**config.mk**
```make
export PLATFORM = sky130hd
export DESIGN_NAME = vexec_seq
export DESIGN_NICKNAME = d
export VERILOG_FILES = /design/src/rtl/vexec_seq.sv
export SDC_FILE = /design/constraint.sdc
export NUM_CORES = 1
export LEC_CHECK = 0
export CAP_MARGIN = 20
export CORE_AREA = 2 2 334 336
export DETAILED_ROUTE_END_ITERATION = 6
export DIE_AREA = 0 0 336 338
export PLACE_DENSITY = 0.4
export SLEW_MARGIN = 30
export SYNTH_ARGS = -nofsm -noshare
export SYNTH_HDL_FRONTEND = slang
export SYNTH_SLANG_ARGS = --single-unit
```
**constraint.sdc**
```tcl
create_clock -name i_clk -period 7.6 [get_ports i_clk]
set_input_delay 1.14 -clock i_clk [delete_from_list [all_inputs] [get_ports i_clk]]
set_output_delay 1.14 -clock i_clk [all_outputs]
set_load 0.05 [all_outputs]
```
**src/rtl/vexec_seq.sv**
```systemverilog
// vexec_seq: vector execute sequencer, walks an LMUL register group through RD/EX/WB with tail-masked writes.
// Optional VEXEC_VX_EN adds a scalar operand (i_vx/i_scalar) replicated across operand B.
module vexec_seq #(
    parameter int VLEN = 128
) (
    input  logic              i_clk,
    input  logic              i_rst,
    input  logic              i_valid,
    output logic              o_ready,
    input  logic [5:0]        i_ctrl,
    input  logic [10:0]       i_sew,
    input  logic [1:0]        i_lmul,
    input  logic [7:0]        i_vl,
    input  logic [4:0]        i_vd,
    input  logic [4:0]        i_vs1,
    input  logic [4:0]        i_vs2,
    output logic [4:0]        o_rs1_addr,
    output logic [4:0]        o_rs2_addr,
    input  logic [VLEN-1:0]   i_rs1_data,
    input  logic [VLEN-1:0]   i_rs2_data,
    output logic [VLEN-1:0]   o_alu_a,
    output logic [VLEN-1:0]   o_alu_b,
    output logic [5:0]        o_alu_ctrl,
    output logic [10:0]       o_alu_sew,
    input  logic [VLEN-1:0]   i_alu_result,
    output logic              o_we,
    output logic [4:0]        o_wd_addr,
    output logic [VLEN-1:0]   o_wd_data,
    output logic [VLEN/8-1:0] o_wd_strb,
    output logic              o_done,
`ifdef VEXEC_VX_EN
    input  logic              i_vx,
    input  logic [63:0]       i_scalar,
`endif
    output logic              o_illegal
);
    localparam int NB = VLEN / 8;

    typedef enum logic [1:0] {IDLE, RD, EX, WB} state_t;

    state_t            state, state_nx;
    logic [5:0]        ctrl;
    logic [10:0]       sew;
    logic [1:0]        lmul;
    logic [7:0]        vl;
    logic [4:0]        vd, vs1, vs2;
    logic [2:0]        k;
    logic [VLEN-1:0]   opa, opb, res;
    logic              done_q, illegal_q;
    logic              legal, last, busy;
    logic [15:0]       nbytes;
    logic [NB-1:0]     strb;
    logic [VLEN-1:0]   b_src;

    assign legal = i_sew == 11'd8 || i_sew == 11'd16 || i_sew == 11'd32 ||
                   i_sew == 11'd64 || i_sew == 11'd128;
    assign last  = k == (3'd1 << lmul) - 3'd1;
    assign busy  = state != IDLE;

`ifdef VEXEC_VX_EN
    logic        vx;
    logic [63:0] scalar;

    // Element i of the replicated scalar takes scalar bit (i mod sew); SEW=128 zero-extends.
    function automatic logic [VLEN-1:0] rep(input logic [63:0] s, input logic [10:0] w);
        for (int i = 0; i < VLEN; i++)
            rep[i] = w == 11'd8  ? s[i % 8]  :
                     w == 11'd16 ? s[i % 16] :
                     w == 11'd32 ? s[i % 32] :
                     w == 11'd64 ? s[i % 64] :
                     (i % 128 < 64) ? s[i % 64] : 1'b0;
    endfunction

    assign b_src = vx ? rep(scalar, sew) : i_rs1_data;
`else
    assign b_src = i_rs1_data;
`endif

    always_ff @(posedge i_clk) begin
        if (i_rst) begin
            state     <= IDLE;
            ctrl      <= '0;
            sew       <= '0;
            lmul      <= '0;
            vl        <= '0;
            vd        <= '0;
            vs1       <= '0;
            vs2       <= '0;
            k         <= '0;
            opa       <= '0;
            opb       <= '0;
            res       <= '0;
            done_q    <= 1'b0;
            illegal_q <= 1'b0;
`ifdef VEXEC_VX_EN
            vx        <= 1'b0;
            scalar    <= '0;
`endif
        end else begin
            state     <= state_nx;
            done_q    <= 1'b0;
            illegal_q <= 1'b0;
            case (state)
                IDLE: if (i_valid) begin
                    ctrl      <= i_ctrl;
                    sew       <= i_sew;
                    lmul      <= i_lmul;
                    vl        <= i_vl;
                    vd        <= i_vd;
                    vs1       <= i_vs1;
                    vs2       <= i_vs2;
                    k         <= '0;
                    illegal_q <= !legal;
                    done_q    <= legal && i_vl == 8'd0;
`ifdef VEXEC_VX_EN
                    vx        <= i_vx;
                    scalar    <= i_scalar;
`endif
                end
                RD: begin
                    opa <= i_rs2_data;
                    opb <= b_src;
                end
                EX: res <= i_alu_result;
                default: if (!last) k <= k + 3'd1;
            endcase
        end
    end

    always_comb begin
        state_nx = state;
        case (state)
            IDLE:    state_nx = (i_valid && legal && i_vl != 8'd0) ? RD : IDLE;
            RD:      state_nx = EX;
            EX:      state_nx = WB;
            default: state_nx = last ? IDLE : RD;
        endcase
    end

    // Bytes covered by the active elements; tail bytes past this stay untouched.
    assign nbytes = 16'(vl) * 16'(sew[10:3]);

    always_comb begin
        strb = '0;
        for (int j = 0; j < NB; j++)
            strb[j] = state == WB && (16'(k) * 16'(NB) + 16'(j) < nbytes);
    end

    assign o_ready    = !busy;
    assign o_rs1_addr = state == RD ? vs1 + 5'(k) : '0;
    assign o_rs2_addr = state == RD ? vs2 + 5'(k) : '0;
    assign o_alu_a    = busy ? opa : '0;
    assign o_alu_b    = busy ? opb : '0;
    assign o_alu_ctrl = busy ? ctrl : '0;
    assign o_alu_sew  = busy ? sew : '0;
    assign o_wd_strb  = strb;
    assign o_we       = |strb;
    assign o_wd_addr  = state == WB ? vd + 5'(k) : '0;
    assign o_wd_data  = state == WB ? res : '0;
    assign o_done     = done_q || (state == WB && last);
    assign o_illegal  = illegal_q;
endmodule
```
==> results.json <==
{
  "status": "finished, final reports clean",
  "hpwl_mm": 70.7,
  "placed_area_um2": 31200,
  "tritoncts_num_sinks": 433,
  "hold_path.class": "flop to flop",
  "yosys_warnings": 0,
  "cts_root_buf": "clkbuf_16",
  "hold_buffers": 0,
  "avgSynthCellArea_um2": 9.13,
  "p_leak_nw": 11.7,
  "die_w_um": 336,
  "ys_seq_area_share_pct": 41.2,
  "hold_viol": 0,
  "worstPathRequired_ns": 6.46,
  "finalSetupViolCount": 0,
  "drt_iter0_drc": 700,
  "grt_pass1_vias": 18700,
  "dieArea_um2": 114000,
  "synthCells": 2306,
  "slew_headroom_pct": 26.4,
  "path_cells": "nand2_1 > fa_1 > fa_1 > inv_1 > fa_1 > inv_1 > fa_1 > inv_1 > ha_1 > o21ai_0 > o211ai_1 > and4bb_2 > nor2_1 > a41oi_1 > dlymetal6s2s_1",
  "total_power_w": 0.00550,
  "finalWirelength_mm": 94.8,
  "worstSetupStartpointType": "flop",
  "start_util_pct": 19.1,
  "drc": 0,
  "rsz0062_at_grt": "false",
  "wl_met1_mm": 38.7,
  "synth.cell_area_um2": 21100,
  "finish.instance_area_um2": 33200,
  "drt.antenna.violating_nets": 0,
  "fin_tns_setup_ns": 0,
  "placeableCoreArea_um2": 110000,
  "cp_slowest_cell": "fa_1",
  "layoutNonFillerInstCount": 4624,
  "cp-end-kind": "output port",
  "worst-slew-pin-transition_ns": 1.10,
  "path_max_fanout": 10,
  "gp_congestion": 0.803,
  "numPortBuffers": 864,
  "wl_met3_mm": 7.35,
  "min_from": "ctrl[0]",
  "period_share_pct": 91.0,
  "grt-ovfl-total": 0,
  "min_path_cells": 2,
  "cpPeakStageDelay_ns": 0.54,
  "wl_met2_mm": 47.0,
  "reg2reg_slack_ns": 4.47,
  "area_delta_synth_final_pct": 57.7,
  "wl_per_cell_um": 20.5,
  "cts_buffers": 57,
  "yosysUniqueCellTypes": 63,
  "async_flop_share_pct": 0,
  "layout_commonest_cell": "clkdlybuf4s50_1",
  "dpl.cell_count": 4516,
  "yosys_register_bits": 433,
  "track_usage_pct": 15.8,
  "cts_buffer_depth": 3,
  "worst_path_most_repeated_cell": "fa_1",
  "cts_tree": "done",
  "num_rows": 122,
  "nets": 3611,
  "cellPowerDensity_nw_per_um2": 166,
  "io_pins": 865,
  "skew_ns": 0.0218,
  "layout_common_cells": "846 x clkdlybuf4s50_1, 433 x dfxtp_1, 399 x nor2_1",
  "ys_dominant_reg_cell": "dfxtp_1",
  "holdPathEnd": "ctrl[0]",
  "cts.htree.levels": 2,
  "synth_edf_count": 0,
  "dr.pass1.iters": 6,
  "reg2reg_from": "state[1]",
  "arrival_ns": 5.78,
  "antenna_found_initial": 22,
  "clk-insertion-delay-late_ns": 0.63,
  "grt_max_degree": 173,
  "grt_pass1_wl_mm": 133,
  "maxCapViolations": 0,
  "top_layer": "met5",
  "num_vias": 18500,
  "synth.net_count": 2828,
  "drive_gt1_share_pct": 4.02,
  "vias_per_cell": 4.00,
  "worst_ir_drop_vdd_mv": 0.119,
  "timing.fmax_mhz": 145,
  "clkTransAtPathRegs_ns": 0.06,
  "critical_path_class": "flop to output port",
  "r2r.worst_path.cells": 8,
  "r2r_end": "opa[102]",
  "dieHeight_um": 338,
  "maxSlewViolCount": 0,
  "period_minus_slack_ns": 6.92
}
sequential cells by signal (all words and copies together) (netlist names):
signal and flops:
ctrl 6, done_q 1, k 3, lmul 2
o_illegal 1, opa 128, opb 128, res 128
sew 11, state 2, vd 5, vl 8
vs1 5, vs2 5
logic make-up (layout without fill, tap and decap cells):
logic type / after synthesis / after routing / share of synthesized area, %
fa+ha+maj: 93 / 93 / 6.92
flops: 433 / 433 / 41.2
mux: 385 / 385 / 18.3
other cells: 0 / 5 / 0
buf+inv: 216 / 1041 / 3.98
xor+xnor: 14 / 14 / 0.618
simple gates: 1026 / 1026 / 24.6
compound gates: 139 / 139 / 4.40
worst max-delay path, delay by kind of cell, from the launching register on:
family,cells,cell delay [ns]
flops,1,0.52
buf+inv,4,0.60
fa+ha+maj,5,2.45
simple gates,3,0.71
compound gates,3,0.84
power by group:
part           switching [W]  internal, W  leakage [nW]
Sequential         0.0000186      0.00229          3.49
Combinational       0.000184     0.000262          7.26
Clock                0.00111      0.00164         0.908
timing repair:
item,CTS,global route
setup buffers,0,1
endpoints found under the hold margin,0,0
gates resized for setup,0,18
endpoints found under the setup margin,0,17
per-layer routing:
metal  track usage, %  up-vias
met5                0        -
met4             3.53       24
met3             5.43      107
met2             27.7      532
met1             18.6     8739
li1                 -     9094
through the flow:
stage	hold slack, ns	utilization [%]	setup slack (ns)
after floorplan	0.432	-	1.34
after global placement	0.441	28.3	0.719
after detailed placement	0.442	28.4	0.782
after CTS	0.451	30.1	0.0577
after global routing	0.461	30.2	0.230
final	0.449	30.2	0.685
cell type report:
type | count | area [um^2]
antenna | 5 | 12.5
clock buffer | 89 | 1680
clock inverter | 12 | 181
fill | 11800 | 76900
inverter | 56 | 210
multi-input combinational | 1657 | 11600
sequential | 433 | 8670
tap | 1488 | 1860
timing repair buffer | 884 | 8980
worst max-delay path by stage:
stage                   endpoint    start
floorplan           o_wd_strb[1]  sew[10]
global placement    o_wd_strb[8]    vl[3]
detailed placement  o_wd_strb[8]    vl[3]
CTS                 o_wd_strb[8]  sew[10]
global route        o_wd_strb[6]  sew[10]
finish              o_wd_strb[9]  sew[10]
cells in the mapped netlist, types with 3 or more instances:
| library cell | instances | area share (%) |
|---|---|---|
| clkbuf_1 | 111 | 2.0 |
| nor2_1 | 399 | 7.1 |
| and2_1 | 193 | 5.7 |
| xor2_1 | 5 | 0.21 |
| nor2b_1 | 279 | 8.3 |
| a41oi_1 | 12 | 0.50 |
| fa_1 | 39 | 3.7 |
| o211ai_1 | 5 | 0.18 |
| xnor2_1 | 8 | 0.33 |
| a21o_1 | 12 | 0.43 |
| mux2i_1 | 385 | 18 |
| nor3_1 | 6 | 0.14 |
| buf_1 | 42 | 0.75 |
| nor4_1 | 8 | 0.24 |
| o21a_1 | 4 | 0.14 |
| dfxtp_1 | 433 | 41 |
| nand3_1 | 3 | 0.071 |
| nand3b_1 | 4 | 0.14 |
| nand2_1 | 112 | 2.0 |
| or2_2 | 3 | 0.089 |
| a21oi_1 | 56 | 1.3 |
| buf_2 | 4 | 0.095 |
| a211o_1 | 3 | 0.12 |
| o21ai_0 | 11 | 0.26 |
| a31oi_1 | 6 | 0.18 |
| ha_1 | 54 | 3.2 |
| a211oi_1 | 4 | 0.14 |
| inv_1 | 56 | 1.0 |
| and3_1 | 3 | 0.089 |
| or2b_2 | 3 | 0.12 |
| o22ai_1 | 4 | 0.12 |
No activity file was read; power rests on OpenSTA's default activity.
==> edit 1, RTL diff (same flow settings) <==
Add a define of `VEXEC_VX_EN`.
--- a/src/rtl/vexec_seq.sv
+++ b/src/rtl/vexec_seq.sv
@@ -1,5 +1,7 @@
 // vexec_seq: vector execute sequencer, walks an LMUL register group through RD/EX/WB with tail-masked writes.
 // Optional VEXEC_VX_EN adds a scalar operand (i_vx/i_scalar) replicated across operand B.
+`define VEXEC_VX_EN
+
 module vexec_seq #(
     parameter int VLEN = 128
 ) (
Interface: changed (added i_scalar and i_vx); port bits go from 865 to 930. The function was not compared with the original's and may differ.
==> edit 1 against the unedited design <==
- clock power rose by 16%
- area after synthesis rose by 19%
- sequential power rose by 18%
- die area did not move
- wire length rose by 42%
- sequential cell count rose by 65
- total power rose by 21%
- critical path depth rose by 1
- setup slack got worse by 46 ps
- cell area rose by 14%
- global-route usage rose by 6.8 points
- utilization rose by 4.2 points
==> edit 1: results (changes against the unedited design) <==
{| class="wikitable"
! Metric !! Value
|-
| Post-Synth Adder-Cell Area || 0.0581 (was 0.0692)
|-
| Xor-xnor portion of the synthesized cell area || 0.00768 (was 0.00618)
|-
| Wire length of the first global-routing pass || 185 mm (was 133 mm)
|-
| Net count of the finished layout || 4219 (was 3611)
|-
| RePlAce Congestion || 0.812 (was 0.803)
|-
| Placed wire-length estimate after detailed placement || 101 mm (was 70.7 mm)
|-
| Crit path max fanout || 17 (was 10)
|-
| Lkg Pwr || 13.3 nW (was 11.7 nW)
|-
| Total wire length || 134 mm (was 94.8 mm)
|-
| Number of antenna violations at the first check in global routing || 37 (was 22)
|-
| Synthesized-area fraction occupied by ao, oa, aoi and oai cells || 0.154 (was 0.0440)
|-
| Standard cell area after detailed placement || 35700 sq um (was 31200 sq um)
|-
| Final Hold Slack || 443 ps (was 449 ps)
|-
| Count of buffers from port buffering || 929 (was 864)
|-
| Global routing usage on met1 || 0.273 (was 0.186)
|-
| Largest net degree at the start of global routing || 175 (was 173)
|-
| Final critical-path setup slack || 638 ps (was 685 ps)
|-
| Max IR drop VDD || 0.000132 V (was 0.000119 V)
|-
| Peak per-stage delay on the critical path || 570 ps (was 540 ps)
|-
| Share of the yosys chip area belonging to registers || 0.398 (was 0.412)
|-
| Per-instance average area after synthesis || 8.86 sq um (was 9.13 sq um)
|-
| Ratio of cells with drive above 1 in the final layout || 0.0542 (was 0.0402)
|-
| DR WL/cell || 26.0 um (was 20.5 um)
|-
| Run status || finished clean (unchanged)
|-
| TritonCTS buffer count || 67 (was 57)
|-
| Transition time of the tightest slew-check pin || 1120 ps (was 1100 ps)
|-
| Number of global-route vias before repair || 23780 (was 18687)
|-
| Pre-CTS setup slack || 1240 ps (was 782 ps)
|-
| Starting DRT DRC Count || 1426 (was 700)
|}
==> edit 1: final timing paths <==
| kind | start | to | cells past startpoint |
|---|---|---|---|
| min | opb[80] | opb[80] | 2 |
| max reg2reg | state[0] | scalar[35] | 7 |
| min reg2reg | opb[80] | opb[80] | 2 |
| max | sew[9] | o_we | 16 |
==> edit 1: per-layer routing <==
layer  vias up  wire (um)
met5         -        190
met4        30       2670
met3       166      11300
met2       835      65100
met1     11458      55000
li1      11322          -
==> edit 1: where the power goes <==
group | internal [mW] | leakage, nW | switching (mW)
sequential | 2.65 | 4.03 | 0.0696
combinational | 0.368 | 8.20 | 0.367
clock | 1.87 | 1.04 | 1.31
==> edit 1: layout make-up <==
cell class                      instances  area (sq um)
Antenna cell                            6          15.0
Fill cell                           11538         72200
Inverter                               67           251
Sequential cell                       498          9970
Multi-Input combinational cell       2029         14000
Timing Repair Buffer                  969          9600
Tap cell                             1488          1860
Clock inverter                         16           188
Clock buffer                           94          1930
==> edit 2, RTL diff (same flow settings) <==
Made on the original files. The 4 states of `state_t` get a one-hot encoding in 4 bits.
--- a/src/rtl/vexec_seq.sv
+++ b/src/rtl/vexec_seq.sv
@@ -36,7 +36,7 @@
 );
     localparam int NB = VLEN / 8;
 
-    typedef enum logic [1:0] {IDLE, RD, EX, WB} state_t;
+    typedef enum logic [3:0] {IDLE = 4'b0001, RD = 4'b0010, EX = 4'b0100, WB = 4'b1000} state_t;
 
     state_t            state, state_nx;
     logic [5:0]        ctrl;
Check against the original RTL: same outputs for any inputs over 4 cycles, from zero or initial values and one cycle with i_rst high; so few cycles prove little.
==> edit 2 against the unedited design <==
- clock power is 3% lower
- wire length is 3.3% higher
- count of clock-buffer cells in the layout stayed put
- cell area is 1.8% lower
- register-to-register slack worse by 330 ps
- critical endpoint is now o_wd_strb[3]
- total power is 1.4% lower
- critical path type unchanged
- sequential cell count is 2 higher
- utilization is 0.55 points lower
- setup slack worse by 300 ps
- area after synthesis is 1.5% lower
==> edit 2: results (changes against the unedited design) <==
{| class="wikitable"
! Metric !! Value
|-
| Count of cells along the worst register-to-register path || 6 (was 8)
|-
| Net count of the finished layout || 4008 (was 3611)
|-
| Aggregate global-route resource usage || 0.164 (was 0.158)
|-
| Placed wire-length estimate after detailed placement || 71.0 mm (was 70.7 mm)
|-
| Wire length of the first global-routing pass || 140 mm (was 133 mm)
|-
| TritonCTS buffer count || 58 (was 57)
|-
| Max IR drop VDD || 0.000176 V (was 0.000119 V)
|-
| Register area || 8710 sq um (was 8670 sq um)
|-
| Lkg Pwr || 11.0 nW (was 11.7 nW)
|-
| Detail-routed via count per cell || 4.08 (was 4.00)
|-
| Root buffer cell || sky130_fd_sc_hd__clkbuf_16 (unchanged)
|-
| Number of global-route vias before repair || 20393 (was 18687)
|-
| Count of buffers from port buffering || 864 (unchanged)
|-
| Cell count after synthesis || 2733 (was 2306)
|-
| Starting DRT DRC Count || 938 (was 700)
|-
| Most area-consuming cells after synthesis || sky130_fd_sc_hd__dfxtp_1 42%, sky130_fd_sc_hd__nand2_1 16%, sky130_fd_sc_hd__a21oi_1 11% (was sky130_fd_sc_hd__dfxtp_1 41%, sky130_fd_sc_hd__mux2i_1 18%, sky130_fd_sc_hd__nor2b_1 8.3%)
|-
| Standard cell area after detailed placement || 30800 sq um (was 31200 sq um)
|-
| Share of the yosys chip area belonging to registers || 0.420 (was 0.412)
|-
| Ratio of cells with drive above 1 in the final layout || 0.0422 (was 0.0402)
|-
| # fillers || 11955 (was 11751)
|-
| Ranking of synthesized cells by instance count || 881 x sky130_fd_sc_hd__nand2_1, 448 x sky130_fd_sc_hd__a21oi_1, 435 x sky130_fd_sc_hd__dfxtp_1 (was 433 x sky130_fd_sc_hd__dfxtp_1, 399 x sky130_fd_sc_hd__nor2_1, 385 x sky130_fd_sc_hd__mux2i_1)
|-
| Number of placed instances, taps included || 4918 (was 4516)
|-
| RePlAce Congestion || 0.801 (was 0.803)
|-
| Synth cell types || 66 (was 63)
|-
| DR WL/cell || 19.5 um (was 20.5 um)
|-
| Synthesized netlist net count || 3251 (was 2828)
|-
| Largest net degree at the start of global routing || 162 (was 173)
|-
| Maximum clock skew at final layout || 19.9 ps (was 21.8 ps)
|-
| Post-Layout Cell Count || 5033 (was 4624)
|-
| Count of H-tree levels built during CTS || 2 (unchanged)
|-
| Run status || finished clean (unchanged)
|-
| Number of antenna violations at the first check in global routing || 28 (was 22)
|-
| First-pass DRT Iterations || 5 (was 6)
|-
| Transition time of the tightest slew-check pin || 1190 ps (was 1100 ps)
|-
| Crit path DAT || 6080 ps (was 5780 ps)
|}
## edit 2: logic make-up (layout without fill, tap and decap cells)
logic type | Yosys count | after routing | share of synthesized area
and+or+nand+nor | 1418 | 1418 | 0.319
AOI/OAI and AO/OA | 515 | 515 | 0.136
DFF | 435 | 435 | 0.420
buffers and inverters | 256 | 1055 | 0.0487
adders and majority gates | 89 | 89 | 0.0678
xor gates and xnor gates | 17 | 17 | 0.00754
muxes | 3 | 3 | 0.00151
other | 0 | 13 | 0
## edit 2: path summary, 6_finish.rpt
check | from | end | slack (ps)
worst min register to register | res[126] | res[126] | 450
worst min-delay path | res[126] | res[126] | 450
worst max-delay path | sew[7] | o_wd_strb[3] | 380
worst max register to register | state[1] | opb[99] | 4140
## edit 2: final cells by class
type                            instances  area share
Clock inverter                         13     0.00395
Timing Repair Buffer                  895       0.274
Tap cell                             1488      0.0571
Multi-Input combinational cell       2042       0.339
Antenna cell                           13    0.000998
Sequential cell                       435       0.267
Clock buffer                           89      0.0509
Inverter                               58     0.00691
## edit 2: repair_timing
| item | CTS | global route |
|---|---|---|
| gates resized for setup | 3 | 6 |
| cloned | 0 | 0 |
| setup buffers | 0 | 0 |
| pin swaps | 0 | 0 |
| endpoints found under the setup margin | 3 | 6 |
## edit 2: metrics by stage
stage | setup slack (ps) | hold slack, ps | total power, mW
2_1_floorplan | 1140 | 432 | 2.52
3_3_place_gp | 332 | 437 | 2.81
3_5_place_dp | 730 | 442 | 2.82
4_1_cts | 0.971 | 450 | 5.55
5_1_grt | 12.8 | 462 | 5.66
6_report | 384 | 448 | 5.42
## edit 2: worst max-delay path, delay by kind of cell (launching register included)
family          cells  cell delay (ps)
mux                 1              370
buf+inv             4              820
simple gates        3              680
flops               1              410
compound gates      3              830
fa+ha+maj           5             2320
## edit 2: report_power, final
| part | total (mW) | switching, mW | internal, mW |
|---|---|---|---|
| registers | 2.31 | 0.0168 | 2.29 |
| clock network | 2.66 | 1.13 | 1.53 |
| logic | 0.453 | 0.189 | 0.264 |
## edit 2: metal layers
layer  GRT usage  wire [um]  vias up
met1       0.189      39300     9565
li1            -          -    10262
met2       0.279      47300      541
met4      0.0596       3160       34
met3      0.0600       7990      156
met5           0        212        -
